## src/rtl/ex_muldiv.sv

```systemverilog
// Iterative MIPS HI/LO multiply/divide unit: radix-2 shift-add MUL, restoring DIV, one bit per cycle.
// Results land in HI/LO DATA_W edges after accept (divide-by-zero: next edge); stall_o holds the pipe meanwhile.
module ex_muldiv #(
  parameter int unsigned       DATA_W   = 32,
  parameter logic [DATA_W-1:0] HILO_RST = '0
) (
  input  logic              clk,
  input  logic              rst_n,
  input  logic              start_i,
  input  logic [1:0]        op_i,
  input  logic [DATA_W-1:0] opa_i,
  input  logic [DATA_W-1:0] opb_i,
  input  logic              flush_i,
  input  logic              hi_we_i,
  input  logic              lo_we_i,
  input  logic [DATA_W-1:0] hilo_wdata_i,
  output logic              stall_o,
  output logic              busy_o,
  output logic              done_o,
  output logic              div_zero_o,
  output logic [DATA_W-1:0] hi_o,
  output logic [DATA_W-1:0] lo_o
);

  localparam int unsigned   CW   = $clog2(DATA_W);
  localparam logic [CW-1:0] LAST = CW'(DATA_W - 1);

  typedef enum logic [1:0] {IDLE = 2'd0, MUL = 2'd1, DIV = 2'd2, DONE = 2'd3} state_t;

  state_t              state_q, state_d;
  logic [CW-1:0]       cnt_q, cnt_d;
  logic [DATA_W-1:0]   b_q, b_d;
  logic [2*DATA_W-1:0] acc_q, acc_d;
  logic [DATA_W-1:0]   hi_q, hi_d, lo_q, lo_d;
  logic                neg_lo_q, neg_lo_d, neg_hi_q, neg_hi_d;
  logic                dz_q, dz_d;

  logic                sgn, sa, sb;
  logic [DATA_W-1:0]   ma, mb;
  logic [DATA_W:0]     mul_sum, div_shift, div_diff;
  logic [2*DATA_W-1:0] mul_next, div_next, prod;
  logic [DATA_W-1:0]   quo, rem;

  // Datapath: acc holds {partial product, multiplier} for MUL and {remainder, dividend/quotient} for DIV.
  always_comb begin
    sgn       = ~op_i[0];
    sa        = sgn & opa_i[DATA_W-1];
    sb        = sgn & opb_i[DATA_W-1];
    ma        = sa ? -opa_i : opa_i;
    mb        = sb ? -opb_i : opb_i;
    mul_sum   = {1'b0, acc_q[2*DATA_W-1:DATA_W]} + (acc_q[0] ? {1'b0, b_q} : '0);
    mul_next  = {mul_sum, acc_q[DATA_W-1:1]};
    div_shift = acc_q[2*DATA_W-1:DATA_W-1];
    div_diff  = div_shift - {1'b0, b_q};
    div_next  = div_diff[DATA_W] ? {div_shift[DATA_W-1:0], acc_q[DATA_W-2:0], 1'b0}
                                 : {div_diff[DATA_W-1:0],  acc_q[DATA_W-2:0], 1'b1};
    prod      = neg_lo_q ? -mul_next : mul_next;
    quo       = neg_lo_q ? -div_next[DATA_W-1:0] : div_next[DATA_W-1:0];
    rem       = neg_hi_q ? -div_next[2*DATA_W-1:DATA_W] : div_next[2*DATA_W-1:DATA_W];
  end

  always_comb begin
    state_d  = state_q;
    cnt_d    = cnt_q;
    b_d      = b_q;
    acc_d    = acc_q;
    hi_d     = hi_q;
    lo_d     = lo_q;
    neg_lo_d = neg_lo_q;
    neg_hi_d = neg_hi_q;
    dz_d     = 1'b0;

    // MTHI/MTLO land first so a commit on the same edge overrides them.
    if (state_q == IDLE || state_q == DONE) begin
      if (hi_we_i) hi_d = hilo_wdata_i;
      if (lo_we_i) lo_d = hilo_wdata_i;
    end

    case (state_q)
      IDLE: begin
        if (start_i && !flush_i) begin
          b_d      = mb;
          acc_d    = {{DATA_W{1'b0}}, ma};
          cnt_d    = '0;
          neg_lo_d = sa ^ sb;
          neg_hi_d = sa;
          if (op_i[1] && opb_i == '0) begin
            state_d = DONE;
            hi_d    = opa_i;
            lo_d    = '1;
            dz_d    = 1'b1;
          end else begin
            state_d = op_i[1] ? DIV : MUL;
          end
        end
      end
      MUL: begin
        if (flush_i) begin
          state_d = IDLE;
        end else begin
          acc_d = mul_next;
          cnt_d = cnt_q + 1'b1;
          if (cnt_q == LAST) begin
            state_d      = DONE;
            {hi_d, lo_d} = prod;
          end
        end
      end
      DIV: begin
        if (flush_i) begin
          state_d = IDLE;
        end else begin
          acc_d = div_next;
          cnt_d = cnt_q + 1'b1;
          if (cnt_q == LAST) begin
            state_d = DONE;
            hi_d    = rem;
            lo_d    = quo;
          end
        end
      end
      DONE:    state_d = IDLE;
      default: state_d = IDLE;
    endcase
  end

  always_ff @(posedge clk or negedge rst_n) begin
    if (!rst_n) begin
      state_q  <= IDLE;
      cnt_q    <= '0;
      b_q      <= '0;
      acc_q    <= '0;
      hi_q     <= HILO_RST;
      lo_q     <= HILO_RST;
      neg_lo_q <= 1'b0;
      neg_hi_q <= 1'b0;
      dz_q     <= 1'b0;
    end else begin
      state_q  <= state_d;
      cnt_q    <= cnt_d;
      b_q      <= b_d;
      acc_q    <= acc_d;
      hi_q     <= hi_d;
      lo_q     <= lo_d;
      neg_lo_q <= neg_lo_d;
      neg_hi_q <= neg_hi_d;
      dz_q     <= dz_d;
    end
  end

  assign busy_o     = (state_q == MUL) || (state_q == DIV);
  assign done_o     = (state_q == DONE);
  assign div_zero_o = dz_q;
  assign stall_o    = rst_n & (busy_o | ((state_q == IDLE) & start_i & ~flush_i));
  assign hi_o       = hi_q;
  assign lo_o       = lo_q;

endmodule

```

## config.mk

```make
export PLATFORM = sky130hd
export DESIGN_NAME = ex_muldiv
export DESIGN_NICKNAME = d
export VERILOG_FILES = /design/src/rtl/ex_muldiv.sv
export SDC_FILE = /design/constraint.sdc
export NUM_CORES = 1
export LEC_CHECK = 0
export ABC_CLOCK_PERIOD_IN_PS = 14200
export CAP_MARGIN = 20
export CELL_PAD_IN_SITES_DETAIL_PLACEMENT = 0
export CELL_PAD_IN_SITES_GLOBAL_PLACEMENT = 1
export CORE_AREA = 4 4 284 147
export DETAILED_ROUTE_END_ITERATION = 8
export DIE_AREA = 0 0 288 151
export GPL_TIMING_DRIVEN = 0
export HOLD_SLACK_MARGIN = 0.1
export PLACE_DENSITY = 0.94
export SLEW_MARGIN = 20
export SYNTH_ARGS = -nofsm -noshare
export SYNTH_HDL_FRONTEND = slang
export SYNTH_SLANG_ARGS = --single-unit
```

## constraint.sdc

```tcl
create_clock -name clk -period 14.2 [get_ports clk]
set_clock_uncertainty 0.1 [all_clocks]
set_input_delay 2.84 -clock clk [delete_from_list [all_inputs] [get_ports clk]]
set_output_delay 2.84 -clock clk [all_outputs]
set_load 0.05 [all_outputs]
```

# After elaboration in Yosys (flattened, before gate mapping)
# Index checks and enable logic that the tools add are counted.
[op_classes]
muxes = 41
n_div = 0
n_bitwise = 9
n_eq_ne = 9
n_reduce_logical = 14
n_lt_le_gt_ge = 0
n_shift = 0
mul = 0
add_sub_neg = 8
[op_table]
columns = ["op", "n"]
rows = [
  ["$mux 32", 21],
  ["$mux 64", 5],
  ["$pmux 32 s3", 2],
  ["$pmux 64 s3", 1],
  ["$neg 32->32", 4],
  ["$neg 64->64", 1],
  ["$add 32x32->33", 1],
  ["$sub 33x32->33", 1],
  ["$logic_not 32->1", 1],
  ["$mux 2", 5],
  ["$mux 5", 2],
  ["$pmux 5 s2", 1],
  ["$ne 2x2->1 const B", 3],
  ["$pmux 2 s3", 1],
  ["$add 5x1->5 const B", 1],
  ["$and 1x1->1", 5],
  ["$eq 5x5->1 const B", 1],
  ["$eq 2x2->1 const B", 2],
  ["$reduce_and 2->1", 2],
  ["$reduce_and 4->1", 1],
  ["$mux 1", 3],
  ["$ne 3x1->1 const B", 1],
  ["$reduce_and 3->1", 1],
  ["$reduce_bool 3->1", 1],
  ["11 further kinds", 14],
]
[totals]
latch_bits = 0
output_inout_bits = 68
rom_bits = 0
memories = 0
ram_bits = 0
inputBits = 104
ff_bits = 170

# Longest topological paths before layout
[depth]
ltp_word = 7
depth_mapped = 26
mapped_depth_nobuf = 23

# Least setup slack after synthesis
# OpenSTA, ideal clock, no wires.
[synth_path]
path_type = "input -> output"
start = "input flush_i"
end = "output stall_o"
path_buffers = 2
required_ns = 11.260
slack_ns = 6.611
t_arrival_ns = 4.649
stages = 5
cell_sequence = "clkbuf_1 -> nor2b_1 -> nand2_1 -> clkbuf_1 -> a21boi_0"
[synth_between]
elab_chain_len = 4
[synth_rtl]
columns = ["item", "line", "text"]
rows = [
  ["start: declaration", "13", "input logic flush_i,"],
  ["$not 1->1", "154", "assign stall_o = rst_n & (busy_o | ((state_q == IDLE) & start_i & ~flush_i));"],
  ["$and 1x1->1", "154", ""],
  ["$or 1x1->1", "154", ""],
  ["$and 1x1->1", "154", ""],
  ["end: declaration", "17", "output logic stall_o,"],
]
# No other way between the ends.

# Worst setup path after layout
[layout_path]
start = "register acc_q[31]"
end = "register lo_q[24], in the netlist lo_o[24]"
[layout_between]
elab_chain_len = 7
[layout_rtl]
columns = ["item", "line", "text"]
rows = [
  ["start: declaration", "33", "logic [2*DATA_W-1:0] acc_q, acc_d;"],
  ["start signal: assignment", "132", "acc_q <= '0;"],
  ["start signal: assignment", "142", "acc_q <= acc_d;"],
  ["$sub 33x32->33", "54", "div_diff = div_shift - {1'b0, b_q};"],
  ["$mux 64", "55", "div_next = div_diff[DATA_W] ? {div_shift[DATA_W-1:0], acc_q[DATA_W-2:0], 1'b0}"],
  ["$neg 32->32", "58", "quo = neg_lo_q ? -div_next[DATA_W-1:0] : div_next[DATA_W-1:0];"],
  ["$mux 32", "58", ""],
  ["$mux 32", "115", "if (cnt_q == LAST) begin"],
  ["$mux 32", "110", "if (flush_i) begin"],
  ["$pmux 32 s3", "79", "case (state_q)"],
  ["via lo_d[24]", "34", "logic [DATA_W-1:0] hi_q, hi_d, lo_q, lo_d;"],
  ["end signal: assignment", "144", "lo_q <= lo_d;"],
  ["end: declaration", "34", ""],
]
# The timed path passes the listed nets, and every way through them passes these cells.
# A chain may end at the register's enable or synchronous reset.

==> impl_results.md <==
* Outcome: completed
* RSZ-0062 raised after global routing: no
* PD cells at 259 nW/um^2
* Worst path required time at 14.49 ns
* Longest Clk Path Bufs at 2
* DP Wirelength at 81700 um
* Post-Syn Area at 18300 sq um
* Wire per inst at 31.2 um
* FF-to-FF End: lo_o[24]$_DFF_PN0_
* H-tree lvl count at 4
* DIE AREA at 43500 sq um
* Total GRT Usage at 45.3%
* Cell taking the most area after synthesis: dfrtp_1
* Syn Nets at 2672
* Core area at 39600 sq um
* Hold Fails Final Rpt at 0
* Worst Tran Pin Value at 1.27 ns
* Fmax at 0.109 GHz
* Clk pin slew, worst setup/hold paths at 0.08 ns
* CP Capture Type: flop
* Total Routed Length at 101000 um
* GR Overflow Total at 0
* Largest net degree at the start of global routing at 67
* Area after DPL at 20700 sq um
* Hold Path End: b_q[29]$_DFFE_PN0P_
* Routed Antenna Nets at 0
* Vias in the first global route at 19900
* Yosys Warn Count at 0
* # hold bufs at CTS at 0
* DIE HEIGHT at 151 um
* Num rows at 52
* Library cells used by synthesis at 84
* Reg2reg path depth at 23
* CTS tree: done
* Drc violations at 0
* Max rail drop VDD at 111 uV
* Initial Utilization at 46.2%
* Arr. time, crit path at 9.49 ns
* P&R area growth vs syn at 16.8%
* Initial DRT Pass Iterations at 7
* # Post-CTS Setup Buffers at 0
* FF+latch count, synth at 170
* Layout cells sized above 1 at 3.56%
* 1st-iter DRT viols at 3864
* Ys async rst share at 100%
* Final setup viols at 0
* Via density at 6.92
* Max cap viols at 0
* Critical setup path kind: flop to flop
* First-pass GRT wire length at 141000 um
* Gpl congestion at 1.15
* Largest cells by area after synthesis: dfrtp_1, nand2_1, o21ai_0
* Initial antenna violation count at 13
* Later-pin clock latency in the skew report at 0.49 ns
* P_leak at 8.53 nW
* Hold Crit Class: flop to flop
* Post-synth top area share at 23.3%
* Max FO, Critical Path at 10
* Setup tns final at 0 ns
* Vias after detailed routing at 22400
* Post-route cell area at 21300 sq um
* Worst R2R Setup Slack at 5.00 ns
* Crit share post-route at 64.8%
* TritonCTS Buffers at 17
* Die width at 288 um
* Critical R2R Launch: acc_q[31]$_DFFE_PN0P_
* Post_cts resized at 0
* Avg Cell Area, Syn at 7.33 sq um
* Port Buffer Count at 170
* Worst Hold Depth at 2
* Rel. slew slack at 14.9%
* Hold Startpoint: b_q[29]$_DFFE_PN0P_
* Primary FF master, synth: dfrtp_1
* Boundary Pins at 172
* Pins Over Slew Limit at 0
* Post-synthesis instance total at 2491
* Tmin final at 9.20 ns
* Clock sinks at 170
* Post-synth EDFFs at 0
* CTS root buffer: clkbuf_16
* Sequential fraction of the synthesis area at 23.3%
* CP Launch Type: flop
* Nets@finish at 2864
## where the power goes
part           leakage, nW  total [mW]  internal (mW)  switching, mW
clock                0.294       0.526          0.269          0.257
combinational         6.04        4.18           1.22           2.96
sequential            2.20       0.811          0.672          0.139
## cell usage in the layout (no fill, tap or decap), types with 11 or more instances in the layout
master and n:
a211oi_1 18, a21o_1 26, a21oi_1 196, a221oi_1 36, a22oi_1 37, a31oi_1 24, and2_1 11, and3_1 13
buf_1 20, clkbuf_1 146, clkbuf_16 17, clkdlybuf4s50_1 169, dfrtp_1 170, ha_1 75, inv_1 73, mux2i_1 86
nand2_1 332, nand2b_1 20, nand3_1 33, nand4_1 12, nor2_1 240, nor2b_1 12, nor3_1 48, nor4_1 24
o211ai_1 25, o21a_1 18, o21ai_0 242, o22ai_1 36, o31ai_1 64, o41ai_1 14, or2_2 16, or3_1 37
or4_1 19, xnor2_1 118, xor2_1 96
## flip-flops by register name, summed over array words and instances, names as in the netlist
register    cells
cnt_q           5
b_q            32
state_q         2
lo_o           32
neg_lo_q        1
neg_hi_q        1
acc_q          64
hi_o           32
div_zero_o      1
## worst max-delay path by stage
stage	startpoint	end	slack, ns	cells after the start
finish	acc_q[31]$_DFFE_PN0P_	lo_o[24]$_DFF_PN0_	5.00	23
global route	acc_q[31]$_DFFE_PN0P_	hi_o[28]$_DFF_PN0_	5.01	25
CTS	start_i	stall_o	5.50	6
detailed placement	opb_i[1]	hi_o[14]$_DFF_PN0_	5.48	14
global placement	rst_n	stall_o	0.48	3
floorplan	flush_i	stall_o	6.61	5
## area by class of cell
type / count / area (sq um)
antenna: 3 / 7.51
tap: 540 / 676
clock buffer: 18 / 439
fill: 3914 / 18200
sequential: 170 / 4250
timing repair buffer: 173 / 1770
buffer: 179 / 712
inverter: 74 / 278
clock inverter: 14 / 159
multi-input combinational: 2068 / 13000
## worst max-delay path, cell delays in order, from the launching register on
cell	delay (ns)
dfrtp_1	0.36
clkbuf_1	0.25
inv_1	0.26
ha_1	0.26
inv_1	0.07
fa_1	0.40
a211oi_1	0.36
o21a_1	0.34
a21o_1	0.38
a2111oi_2	0.19
nor4_4	0.82
nor2_1	0.45
inv_1	0.40
buf_2	0.36
buf_1	0.73
clkbuf_1	0.74
ha_1	0.56
inv_1	0.21
or2_2	0.40
o31ai_1	0.26
xor2_1	0.10
o22ai_1	0.74
a21oi_1	0.19
o22ai_1	0.16
## cells in the mapped netlist, types with 26 or more instances
cell type	n
xor2_1	96
a221oi_1	36
nor2_1	240
a21o_1	26
nor3_1	48
a22oi_1	37
mux2i_1	86
inv_1	73
or3_1	37
a21oi_1	196
o21ai_0	242
nand3_1	33
nand2_1	332
dfrtp_1	170
ha_1	75
xnor2_1	119
o22ai_1	36
clkbuf_1	146
o31ai_1	64
## per-layer routing
layer | track usage, % | part of all wire, % | vias to the layer above
met5 | 10.3 | 0.73 | -
met4 | 7.15 | 1.6 | 24
met3 | 28.3 | 20 | 203
met2 | 52.0 | 33 | 1926
met1 | 67.7 | 44 | 10800
li1 | - | - | 9436
## logic make-up (layout without fill, tap and decap cells)
logic type	after synthesis	in the layout	share of synthesized area, %
AOI/OAI and AO/OA	828	828	28.9
xor gates and xnor gates	215	215	10.3
adders and majority gates	77	77	5.36
buffers and inverters	253	458	5.42
DFF	170	170	23.3
muxes	92	92	5.08
other	0	3	0
and+or+nand+nor	856	856	21.6
## metrics by stage
stage                     setup WS, ns  total power, mW  instances  hold WS (ns)  utilization (%)
final                             5.00             5.52       3239         0.379             53.9
after global routing              5.01             5.66       3237         0.410             53.9
after CTS                         5.50             5.23       3236         0.387             53.9
after detailed placement          5.48             4.70       3204         0.371             52.4
after global placement           0.479             4.65       3201         0.368             52.2
after floorplan                   6.61             3.25       2491         0.350                -
(Power assumes the default switching activity.)
